**config.mk**
```make
export PLATFORM = sky130hd
export DESIGN_NAME = seg7_display_ctrl
export DESIGN_NICKNAME = d
export VERILOG_FILES = /design/src/rtl/seg7_pkg.sv /design/src/rtl/seg7_digit_dec.sv /design/src/rtl/seg7_display_ctrl.sv
export SDC_FILE = /design/constraint.sdc
export NUM_CORES = 1
export LEC_CHECK = 0
export CAP_MARGIN = 20
export CORE_MARGIN = 3
export CORE_UTILIZATION = 50
export CTS_BUF_LIST = sky130_fd_sc_hd__clkbuf_8
export CTS_CLUSTER_DIAMETER = 120
export CTS_CLUSTER_SIZE = 10
export DETAILED_ROUTE_END_ITERATION = 8
export DONT_BUFFER_PORTS = 1
export GPL_TIMING_DRIVEN = 0
export SYNTH_ARGS = -nofsm -noshare
export SYNTH_HDL_FRONTEND = slang
export SYNTH_SLANG_ARGS = --single-unit
```
**constraint.sdc**
```tcl
create_clock -name clk -period 3.35 [get_ports clk]
set_input_delay 0.8375 -clock clk [delete_from_list [all_inputs] [get_ports clk]]
set_output_delay 0.8375 -clock clk [all_outputs]
set_load 0.05 [all_outputs]
```
**src/rtl/seg7_pkg.sv**
```systemverilog
// Shared types and segment constants for the 7-segment display controller.
// Patterns are active-high, bit order g..a.
package seg7_pkg;

    typedef logic [3:0] bcd_t;
    typedef logic [6:0] seg_t;

    localparam seg_t SEG_OFF  = 7'b0000000;
    localparam seg_t SEG_DASH = 7'b1000000;

    localparam seg_t SEG_DIGIT [0:9] = '{
        7'b0111111, 7'b0000110, 7'b1011011, 7'b1001111, 7'b1100110,
        7'b1101101, 7'b1111101, 7'b0000111, 7'b1111111, 7'b1101111
    };

    function automatic seg_t apply_pol(seg_t s, logic act_low);
        return act_low ? ~s : s;
    endfunction

endpackage

```
**src/rtl/seg7_digit_dec.sv**
```systemverilog
// Single-digit BCD to segment decoder, active-high output.
// Overflow wins over blanking, blanking wins over the digit code.
module seg7_digit_dec
    import seg7_pkg::*;
(
    input  logic [3:0] nib_i,
    input  logic       blank_i,
    input  logic       ovf_i,
    output logic [6:0] seg_o
);

    always_comb begin
        seg_o = SEG_OFF;
        if (ovf_i) begin
            seg_o = SEG_DASH;
        end else if (blank_i) begin
            seg_o = SEG_OFF;
        end else if (nib_i <= 4'd9) begin
            seg_o = SEG_DIGIT[nib_i];
        end
    end

endmodule

```
**src/rtl/seg7_display_ctrl.sv**
```systemverilog
// Two-stage capture/decode 7-segment controller with leading-zero blanking.
// Define SEG_SCAN_EN to add the multiplexed seg_mux/dig_sel scan outputs.
module seg7_display_ctrl
    import seg7_pkg::*;
#(
    parameter int DIGITS     = 4,
    parameter int ACTIVE_LOW = 1,
    parameter int SCAN_DIV   = 1000
) (
    input  logic                  clk,
    input  logic                  reset,
    input  logic                  arm,
    input  logic                  blank_lz,
    input  logic                  ovf,
    input  logic [4*DIGITS-1:0]   cont,
    output logic [7*DIGITS-1:0]   seg_out,
    output logic                  disp_valid,
    output logic                  bad_code
`ifdef SEG_SCAN_EN
    ,
    output logic [6:0]            seg_mux,
    output logic [DIGITS-1:0]     dig_sel
`endif
);

    localparam logic ACT_LO = (ACTIVE_LOW != 0);
    localparam logic [7*DIGITS-1:0] SEG_RST = {7*DIGITS{ACT_LO}};

    logic [4*DIGITS-1:0] cont_q, cont_d;
    logic                ovf_q, ovf_d;
    logic                cap_v_q, cap_v_d;
    logic [7*DIGITS-1:0] seg_q, seg_d;
    logic                dv_q;
    logic                bad_q, bad_d;
    logic [DIGITS-1:0]   blank_v;
    seg_t                dec [DIGITS];

    always_comb begin
        cont_d  = cont_q;
        ovf_d   = ovf_q;
        cap_v_d = cap_v_q;
        if (arm) begin
            cont_d  = cont;
            ovf_d   = ovf;
            cap_v_d = 1'b1;
        end
    end

    // A digit is blanked only while it and every digit above it are zero.
    always_comb begin
        logic seen;
        blank_v = '0;
        seen    = ~blank_lz;
        for (int k = DIGITS - 1; k >= 1; k--) begin
            if (cont_q[4*k +: 4] != 4'd0) seen = 1'b1;
            blank_v[k] = ~seen;
        end
    end

    for (genvar k = 0; k < DIGITS; k++) begin : g_dec
        seg7_digit_dec u_dec (
            .nib_i   (cont_q[4*k +: 4]),
            .blank_i (blank_v[k]),
            .ovf_i   (ovf_q),
            .seg_o   (dec[k])
        );
    end

    always_comb begin
        seg_d = SEG_RST;
        bad_d = 1'b0;
        for (int k = 0; k < DIGITS; k++) begin
            seg_d[7*k +: 7] = apply_pol(cap_v_q ? dec[k] : SEG_OFF, ACT_LO);
            if (cont_q[4*k +: 4] > 4'd9) bad_d = 1'b1;
        end
    end

    always_ff @(posedge clk or posedge reset) begin
        if (reset) begin
            cont_q  <= '0;
            ovf_q   <= 1'b0;
            cap_v_q <= 1'b0;
            seg_q   <= SEG_RST;
            dv_q    <= 1'b0;
            bad_q   <= 1'b0;
        end else begin
            cont_q  <= cont_d;
            ovf_q   <= ovf_d;
            cap_v_q <= cap_v_d;
            seg_q   <= seg_d;
            dv_q    <= cap_v_q;
            bad_q   <= bad_d;
        end
    end

    assign seg_out    = seg_q;
    assign disp_valid = dv_q;
    assign bad_code   = bad_q;

`ifdef SEG_SCAN_EN
    localparam int DIVW = (SCAN_DIV > 1) ? $clog2(SCAN_DIV) : 1;
    localparam int IDXW = (DIGITS > 1) ? $clog2(DIGITS) : 1;

    logic [DIVW-1:0]   div_cnt_q, div_cnt_d;
    logic [IDXW-1:0]   dig_idx_q, dig_idx_d;
    logic [DIGITS-1:0] sel_q, sel_d;
    logic [6:0]        mux_q, mux_d;

    always_comb begin
        div_cnt_d = div_cnt_q + 1'b1;
        dig_idx_d = dig_idx_q;
        if (div_cnt_q == DIVW'(SCAN_DIV - 1)) begin
            div_cnt_d = '0;
            if (dig_idx_q == IDXW'(DIGITS - 1)) begin
                dig_idx_d = '0;
            end else begin
                dig_idx_d = dig_idx_q + 1'b1;
            end
        end
    end

    // Select and segment slice come from the same index so they stay aligned.
    always_comb begin
        sel_d = '0;
        sel_d[dig_idx_q] = 1'b1;
        if (ACT_LO) sel_d = ~sel_d;
        mux_d = seg_q[7*int'(dig_idx_q) +: 7];
    end

    always_ff @(posedge clk or posedge reset) begin
        if (reset) begin
            div_cnt_q <= '0;
            dig_idx_q <= '0;
            sel_q     <= {DIGITS{ACT_LO}};
            mux_q     <= {7{ACT_LO}};
        end else begin
            div_cnt_q <= div_cnt_d;
            dig_idx_q <= dig_idx_d;
            sel_q     <= sel_d;
            mux_q     <= mux_d;
        end
    end

    assign seg_mux = mux_q;
    assign dig_sel = sel_q;
`endif

endmodule

```
==> qor.yml, run 1 <==
max_slew_margin_pct: 64.90
finalHoldViolations: 0
fill_cells: 401
status: "complete, no violations"
use_met2_pct: 29.82
p_sw_share_pct: 35.73
async_flop_share_pct: 100.0
tritoncts: "built"
leakage_nw: 1.142
tightest_slew_ps: 526.6
seqPwrFrac_pct: 61.2
cts-root-buf: "clkbuf_8"
post_cts_buffers: 0
cts-buffers-inserted: 5
ios: 51
syn_avg_cell_area_um2: 11.22
critPathKind: "reg2out"
required_ps: 2510
arrival_ps: 990
period_needed_ps: 1829
htreeDepth: 2
viasPerCell: 5.542
drc_errors: 0
post_dp_cell_area_um2: 2486
clkLatencyLatePin_ps: 300
fin_worst_skew_ps: 6.051
intPower_mw: 0.9773
ir_worst_vdd_uv: 249.9
synth_enable_flop_cells: 0
wire_per_inst_um: 15.80
io_buffers: 0
synth_warnings: 0
clockBufferDepth: 2
core_area_um2: 4504
met3_usage_pct: 4.749
setup_violations: 0
grt_pass1_wl_um: 7500
crit_fanout: 1
cts_resized: 0
syn_to_final_growth_pct: 7.712
place_congestion: 0.7704
p_comb_share_pct: 15.1
clkTransAtPathRegs_ps: 80
grt_use_total_pct: 17.74
max_cap_violations: 0
synthCells: 214
grt_util_met1_pct: 22.59
antennaDiodeCount: 0
antenna_found_initial: 0
grt_pass1_vias: 1552
die_x_um: 75.30
synth_ff_type: "dfstp_2"
grt_remaining_overflow: 0
timing.fmax_mhz: 546.8
detail_route.iter0.violations: 72
fp-row-count: 24
route.vias.total: 1524
whs_ps: 393.7
synth_area_um2: 2401
switchingPower_mw: 0.5433
power_density_nw_per_um2: 587.9
setup_tns_ps: 0
nets: 265
power.share.clock_pct: 23.7
critPathLaunchType: "register"
slew_viol_final: 0
ant_nets: 0
dr.pass1.iters: 4
synth-seq-cells: 48
cts.sinks: 48
design_area_um2: 2586
grt_max_degree: 32
rsz0062_at_grt: "no"
layout-drive-gt1-share_pct: 26.46
final.period_utilization_pct: 54.59
end_kind: "output port"
synthDistinctLibCells: 36
cts_hold_buf: 0
die_h_um: 75.30
hp-class: "in2async"
fin_cells: 275
grt.busiest_layer: "met2"
die-area_um2: 5669
power_mw: 1.521
routed_wl_um: 4346
yosysSeqAreaShare_pct: 51.49
start_util_pct: 53.31
dp_hpwl_um: 3273
synth_nets: 257
dp_cells: 267
[power groups by stage]
stage	logic (mW)	clock network, mW	registers, mW
4_1_cts	0.232	0.375	0.934
3_5_place_dp	0.230	0	0.944
5_1_grt	0.266	0.407	0.942
6_report	0.229	0.360	0.931
2_1_floorplan	0.184	0	0.931
3_3_place_gp	0.221	0	0.941
[layer usage]
layer  share of wire, %  up-vias
met5                  0        -
met4                1.3        0
met3                5.2        6
met2                 52       45
met1                 42      731
li1                   -      742
[cells in the final DEF, fill, tap and decap left out, drive strengths merged, types with 2 or more instances in the layout]
master,n
nand2,26
dfstp,28
clkbuf,11
nor2b,4
dfrtp,20
buf,8
o21ai,17
o21bai,5
nor2,9
mux2,7
nor3b,4
o31ai,4
nand2b,2
inv,13
a211oi,2
and2b,2
o311ai,3
nand3,5
a21oi,9
mux2i,6
o211ai,9
ha,22
[cell families after synthesis]
logic type                 after synthesis  synth area share [%]
buffers and inverters                   23                 4.221
DFF                                     48                 51.49
adders and majority gates               22                 11.46
AOI/OAI and AO/OA                       52                 14.54
and+or+nand+nor                         56                 12.51
muxes                                   13                 5.785
[state kept, by name, indices dropped and copies added (netlist names)]
register	count
bad_code	1
cap_v_q	1
cont_q	16
disp_valid	1
ovf_q	1
seg_out	28
[synth_stat cells (all sizes together) (2+ instances only)]
library cell,instances,share of area (%)
a21oi,9,1.9
nor3b,4,1.7
a211oi,2,1.1
nand3,5,1.3
nand2b,2,0.52
buf,7,1.7
mux2i,6,2.5
nor2b,4,1.0
o21ai,17,3.5
o21bai,5,1.6
ha,22,11
nor2,9,1.4
dfrtp,20,21
inv,12,1.9
nand2,26,4.4
o31ai,4,1.3
clkbuf,4,0.63
o211ai,9,3.0
and2b,2,0.63
o311ai,3,1.1
mux2,7,3.3
dfstp,28,31
[metrics by stage]
| step | setup WS (ps) | utilization (%) |
|---|---|---|
| 2_1_floorplan | 1414 | - |
| 3_3_place_gp | 1005 | 54.75 |
| 3_5_place_dp | 1507 | 55.19 |
| 4_1_cts | 1502 | 57.42 |
| 5_1_grt | 1486 | 57.42 |
| 6_report | 1521 | 57.42 |
[final timing paths]
| kind | cells after the start | slack, ps | startpoint | end |
|---|---|---|---|---|
| min in group clk | 1 | 540 | ovf_q$_DFFE_PP0P_ | seg_out[13]$_DFF_PP1_ |
| min reg2reg | 1 | 540 | ovf_q$_DFFE_PP0P_ | seg_out[13]$_DFF_PP1_ |
| min | 1 | 390 | reset | cont_q[13]$_DFFE_PP0P_ |
| max in group asynchronous | 2 | 2400 | reset | seg_out[9]$_DFF_PP1_ |
| max reg2reg | 5 | 1760 | cont_q[1]$_DFFE_PP0P_ | seg_out[4]$_DFF_PP1_ |
| max | 0 | 1520 | seg_out[20]$_DFF_PP1_ | seg_out[20] |
[layout make-up]
type	instances	area, µm²	area share, %
plain buffers	11	56.30	2.177
inverters	12	45.04	1.742
clock buffers	7	96.34	3.725
well taps	52	65.06	2.516
multi-input cells	143	1064	41.12
repair buffers	1	20.02	0.7741
flip-flops and latches	48	1236	47.80
clock inverters	1	3.754	0.1451
Note: power is estimated with default switching activity, not from simulation.
==> run 2, diff against run 1 <==
==> constraint.sdc (replaced) <==
create_clock -name clk -period 1.89 [get_ports clk]
set_input_delay 0.4725 -clock clk [delete_from_list [all_inputs] [get_ports clk]]
set_output_delay 0.4725 -clock clk [all_outputs]
set_load 0.05 [all_outputs]
==> results of run 2 <==
The final DEF is identical to that of run 1. Status: complete, no violations.
Among the figures that moved: setup slack after placement 1507 ps -> 327.7 ps; setup slack after layout 1521 ps -> 303.8 ps; hold slack 393.7 ps -> 28.73 ps; start point of the critical path seg_out[20]$_DFF_PP1_ -> cont_q[1]$_DFFE_PP0P_; end point of the critical path seg_out[20] -> seg_out[4]$_DFF_PP1_; register-to-register setup slack 1760 ps -> 300 ps; total power 1.521 mW -> 2.695 mW; worst IR drop on VDD 249.9 µV -> 442.9 µV
